### src/rtl/regfile_wb_arbiter.sv
// regfile_wb_arbiter
//
// Shares the register file's single write port between the in-order pipeline
// writeback (port 0) and a long-latency unit such as a divider or load return
// (port 1). The winning request is registered onto we3/a3/wd3 one cycle after
// the handshake. A scoreboard of destination registers owned by outstanding
// long-latency ops lets decode stall on hazards.
//
// Configuration macro: REGFILE_ARB_SCOREBOARD_EN
//   defined   - busy[31:0] scoreboard built; hazard covers busy and in-flight writes
//   undefined - no scoreboard; iss_valid/iss_rd ignored; hazard covers only
//               the in-flight write
//
// Parameters:
//   STARVE_MAX  consecutive waiting cycles before port 1 is forced ahead (1..15)
//
// Ports:
//   clk, reset                clock (rising edge), synchronous active-high reset
//   p0_valid/p0_rd/p0_wd      pipeline writeback request
//   p0_ready                  port 0 accepted this cycle
//   p1_valid/p1_rd/p1_wd      long-latency writeback request
//   p1_ready                  port 1 accepted this cycle
//   iss_valid/iss_rd          long-latency op issued, and its destination
//   chk_a1/chk_a2             decode source registers to check
//   hazard                    combinational: a checked source is busy/in flight
//   we3/a3/wd3                registered write port to regfile

module regfile_wb_arbiter #(
  parameter int STARVE_MAX = 4
) (
  input  logic        clk,
  input  logic        reset,
  input  logic        p0_valid,
  input  logic [4:0]  p0_rd,
  input  logic [31:0] p0_wd,
  output logic        p0_ready,
  input  logic        p1_valid,
  input  logic [4:0]  p1_rd,
  input  logic [31:0] p1_wd,
  output logic        p1_ready,
  input  logic        iss_valid,
  input  logic [4:0]  iss_rd,
  input  logic [4:0]  chk_a1,
  input  logic [4:0]  chk_a2,
  output logic        hazard,
  output logic        we3,
  output logic [4:0]  a3,
  output logic [31:0] wd3
);

  localparam logic [3:0] STARVE_LIMIT = 4'(STARVE_MAX);

  logic [3:0] starve_cnt;
  logic       starve_force;
  logic       p0_xfer;
  logic       p1_xfer;
  logic       hz1;
  logic       hz2;

  // Port 0 normally wins; once port 1 has waited STARVE_LIMIT cycles it is
  // pushed ahead for exactly one cycle. The two ready terms never allow both
  // ports to transfer in the same cycle.
  assign starve_force = (starve_cnt == STARVE_LIMIT);
  assign p0_ready     = !(starve_force && p1_valid);
  assign p1_ready     = !p0_valid || starve_force;
  assign p0_xfer      = p0_valid && p0_ready;
  assign p1_xfer      = p1_valid && p1_ready;

  // Starvation counter: counts cycles port 1 has been left waiting, restarting
  // whenever it is idle or gets through.
  always_ff @(posedge clk) begin
    if (reset) begin
      starve_cnt <= 4'd0;
    end else if (!p1_valid || p1_xfer) begin
      starve_cnt <= 4'd0;
    end else if (starve_cnt != STARVE_LIMIT) begin
      starve_cnt <= starve_cnt + 4'd1;
    end
  end

  // Write stage: the accepted request is presented to the regfile on the next
  // cycle. A transfer to x0 completes the handshake but does not raise we3.
  // Address and data hold when idle so only we3 has to toggle.
  always_ff @(posedge clk) begin
    if (reset) begin
      we3 <= 1'b0;
      a3  <= 5'd0;
      wd3 <= 32'd0;
    end else if (p1_xfer) begin
      we3 <= (p1_rd != 5'd0);
      a3  <= p1_rd;
      wd3 <= p1_wd;
    end else if (p0_xfer) begin
      we3 <= (p0_rd != 5'd0);
      a3  <= p0_rd;
      wd3 <= p0_wd;
    end else begin
      we3 <= 1'b0;
    end
  end

`ifdef REGFILE_ARB_SCOREBOARD_EN
  logic [31:0] busy;
  logic [31:0] busy_next;

  // Scoreboard update: the clear from a port 1 writeback is applied first so a
  // same-cycle issue to the same register wins. Port 0 never clears a bit.
  always_comb begin
    busy_next = busy;
    if (p1_xfer) begin
      busy_next[p1_rd] = 1'b0;
    end
    if (iss_valid && (iss_rd != 5'd0)) begin
      busy_next[iss_rd] = 1'b1;
    end
    busy_next[0] = 1'b0;
  end

  // Scoreboard register.
  always_ff @(posedge clk) begin
    if (reset) begin
      busy <= 32'd0;
    end else begin
      busy <= busy_next;
    end
  end

  // A source is hazardous if an outstanding op owns it or its write is still
  // sitting in the write stage and has not reached the regfile yet.
  always_comb begin
    hz1 = (chk_a1 != 5'd0) && (busy[chk_a1] || (we3 && (a3 == chk_a1)));
    hz2 = (chk_a2 != 5'd0) && (busy[chk_a2] || (we3 && (a3 == chk_a2)));
  end
`else
  logic unused_iss;

  assign unused_iss = ^{iss_valid, iss_rd};

  // Without a scoreboard only the in-flight write can cause a hazard.
  always_comb begin
    hz1 = (chk_a1 != 5'd0) && we3 && (a3 == chk_a1);
    hz2 = (chk_a2 != 5'd0) && we3 && (a3 == chk_a2);
  end
`endif

  assign hazard = hz1 || hz2;

endmodule

### config.mk
export PLATFORM = sky130hd
export DESIGN_NAME = regfile_wb_arbiter
export DESIGN_NICKNAME = d
export VERILOG_FILES = /design/src/rtl/regfile_wb_arbiter.sv
export SDC_FILE = /design/constraint.sdc
export NUM_CORES = 1
export LEC_CHECK = 0
export BUFFER_PORTS_ARGS = -buffer_cell sky130_fd_sc_hd__clkbuf_2
export CELL_PAD_IN_SITES_DETAIL_PLACEMENT = 1
export CELL_PAD_IN_SITES_GLOBAL_PLACEMENT = 1
export CORE_ASPECT_RATIO = 0.6
export CORE_MARGIN = 2
export CORE_UTILIZATION = 32
export DETAILED_ROUTE_END_ITERATION = 8
export HOLD_SLACK_MARGIN = 0.15
export PLACE_DENSITY = 0.91
export SLEW_MARGIN = 40
export SYNTH_ARGS = -nofsm -noshare
export SYNTH_HDL_FRONTEND = slang
export SYNTH_SLANG_ARGS = --single-unit
### constraint.sdc
create_clock -name clk -period 2.4 [get_ports clk]
set_input_delay 0.36 -clock clk [delete_from_list [all_inputs] [get_ports clk]]
set_output_delay 0.36 -clock clk [all_outputs]
set_load 0.1 [all_outputs]
==> results.toml <==
[timing]
setup_viol = 0
hold_slack_ns = 0.325
timing.final.crit_share_pct = 90.2
max_slew_margin_pct = 52.6
hold_viol = 0
drv_slew = 0
fin_crit_ns = 2.17
worstMarginPinSlew_ns = 0.711
setup_tns_ns = 0
max_freq_mhz = 462
rsz0062_at_grt = "false"
worst_clock_skew_ns = 0.00324

[cells_and_area]
diodes = 0
area_growth_pct = 40.3
mostFrequentLayoutCell = "clkbuf_2"
final_layout_size_suffix_gt1_share_pct = 45.5
final_cell_mix = "clkbuf_2 (128), nand2_1 (79), nor2_1 (40), dfxtp_1 (40), a311oi_2 (22)"
fill_cells = 859
fin_util_pct = 46.1
nNetsFinal = 475

[clock_network]
cts_resized = 0
cts_sinks = 42
cts_hold_buf = 0
cts_buffer_depth = 2
cts_tree = "done"
post_cts_buffers = 0
cts-buffers-inserted = 5
clk_latency_ns = 0.27
root_buffer = "clkbuf_16"
clk_pin_slew_ns = 0.06
htree_levels = 2

[die]
die_w_um = 110
fp-row-count = 23
die_h_um = 67.9
dieArea_um2 = 7500
initial_core_util_pct = 32.9
ios = 135
coreArea_um2 = 6620

[global_route]
met2_usage_pct = 32.0
met3_usage_pct = 5.14
grt_overflow = 0
grt_pass1_vias = 2315
antenna_found_initial = 0
grt_first_pass_wirelength_mm = 11.1
use_met1_pct = 24.0
track_usage_pct = 18.5
top_usage_layer = "met2"
grt_max_degree = 34

[worst_setup_path]
crit_path_max_fanout = 6
cp-start-kind = "flip-flop"
crit_type = "reg -> out"
critPathTopFamily = "simple AND/OR/NAND/NOR gates"
r2r_start = "starve_cnt[0]"
arrival_ns = 1.81
cp_cell_sequence = "or2_2, o21ai_0, nand4_1, o21ai_4, clkbuf_2"
critPathLaunch = "a3[4]"
path_buf_inv = 1
max_stage_delay_ns = 0.46
cpMaxStageDelayCell = "clkbuf_2"
cp-end-kind = "primary output"
worstPathRequired_ns = 2.04

[power_and_ir_drop]
peakVddDrop_mv = 0.445
switching_share_pct = 38.0
p_comb_share_pct = 31.6
p_seq_share_pct = 34.6
power_switching_w = 0.000864
clkPwrFrac_pct = 33.8
powerDensity_nw_per_um2 = 744
internal-power_w = 0.00141
p_leak_nw = 1.46

[drt]
finalWirelength_mm = 7.12
antenna_left = 0
post_drt_wl_per_cell_um = 15.2
drc = 0
drt-pass1-iter-count = 4
drtIter0Drc = 78
routed_via_density = 5.00
num_vias = 2335

[min_path]
holdCritStartpoint = "p0_wd[8]"
worstHoldPathType = "in -> reg"

[yosys]
ys_types = 28
synthAdderAreaFrac_pct = 1.15
synthTopCellsByArea = "dfxtp_1 (39%), a311oi_2 (15%), nand2_1 (14%)"
syn_nets = 352
ys_warn_count = 0
synth_top_area_share_pct = 38.6
synth_top_family_by_area = "simple AND/OR/NAND/NOR gates"
yosysSeqAreaShare_pct = 38.6
synth_mux_area_share_pct = 0
synth_xor_area_share_pct = 4.03
synth_top_cell_by_area = "dfxtp_1"
synth-compound-area-share_pct = 24.2
synthSimpleGateAreaFrac_pct = 25.7
syn-cell-area_um2 = 2180
syn_avg_cell_area_um2 = 8.50
ys_ff_latch = 42
syn_inst = 256

[run_status]
outcome = "finished clean"

[run]
cap_violations = 0

[place]
dp_hpwl_mm = 5.58
place_congestion = 0.906
portBuffers = 128
-- Yosys cell counts, drive strengths merged --
master and n:
a21boi 1, a21oi 3, a311oi 37, and3b 1
buf 13, clkbuf 6, dfxtp 42, ha 2
inv 3, nand2 79, nand3 2, nand3b 1
nand4 1, nand4b 1, nor2 40, nor3 3
nor4 2, o211ai 1, o21ai 4, or2 2
or4 2, xnor2 3, xor2 7
-- registers in the layout, indices dropped and copies added, names as in the netlist --
name,cells
wd3,32
starve_cnt,4
we3,1
a3,5
-- worst paths after layout --
| check | cells past startpoint | end | slack [ns] |
|---|---|---|---|
| min reg2reg | 1 | starve_cnt[0] | 0.48 |
| max | 5 | hazard | 0.23 |
| min | 3 | wd3[8] | 0.33 |
| max reg2reg | 7 | wd3[26] | 0.62 |
-- per-stage QoR --
| stage | worst slack (ns) | power, W | area, µm² | std cells |
|---|---|---|---|---|
| final | 0.235 | 0.00227 | 3050 | 467 |
| after global routing | 0.122 | 0.00237 | 3050 | 467 |
| after CTS | 0.217 | 0.00230 | 3050 | 467 |
| after detailed placement | 0.460 | 0.00152 | 2890 | 459 |
| after global placement | 0.488 | 0.00150 | 2890 | 459 |
| after floorplan | 0.0107 | 0.00135 | 2190 | 256 |
-- power groups by stage --
stage	Combinational, W	Clock [W]	Sequential (W)
after detailed placement	0.000722	0	0.000802
after CTS	0.000723	0.000791	0.000787
after floorplan	0.000186	0	0.00116
after global placement	0.000707	0	0.000797
final	0.000718	0.000767	0.000786
after global routing	0.000755	0.000817	0.000794
-- metal layers --
layer	wire, µm	part of all wire (%)
met5	0	0
met4	44	0.62
met3	433	6.1
met2	3320	47
met1	3320	47
-- worst register-to-register path, stage by stage (launching register included) --
cell and delay, ns:
dfxtp_1 0.37, inv_1 0.06, ha_1 0.25, and3b_4 0.23
o21ai_4 0.12, buf_4 0.26, nand2_1 0.10, a311oi_1 0.28
-- area by class of cell --
cell class                 count  area [µm²]  share of cell area, %
tap                           87         109                   3.57
clock buffer                   6         129                   4.22
sequential                    42         843                   27.6
timing repair buffer         135         706                   23.1
multi-input combinational    192        1220                   39.9
inverter                       3        11.3                  0.369
clock inverter                 2        37.5                   1.23
-- cell families after synthesis --
group           Yosys count
xor+xnor                 10
simple gates            134
buf+inv                  22
flops                    42
compound gates           46
fa+ha+maj                 2
No activity file was read; power rests on OpenSTA's default activity.
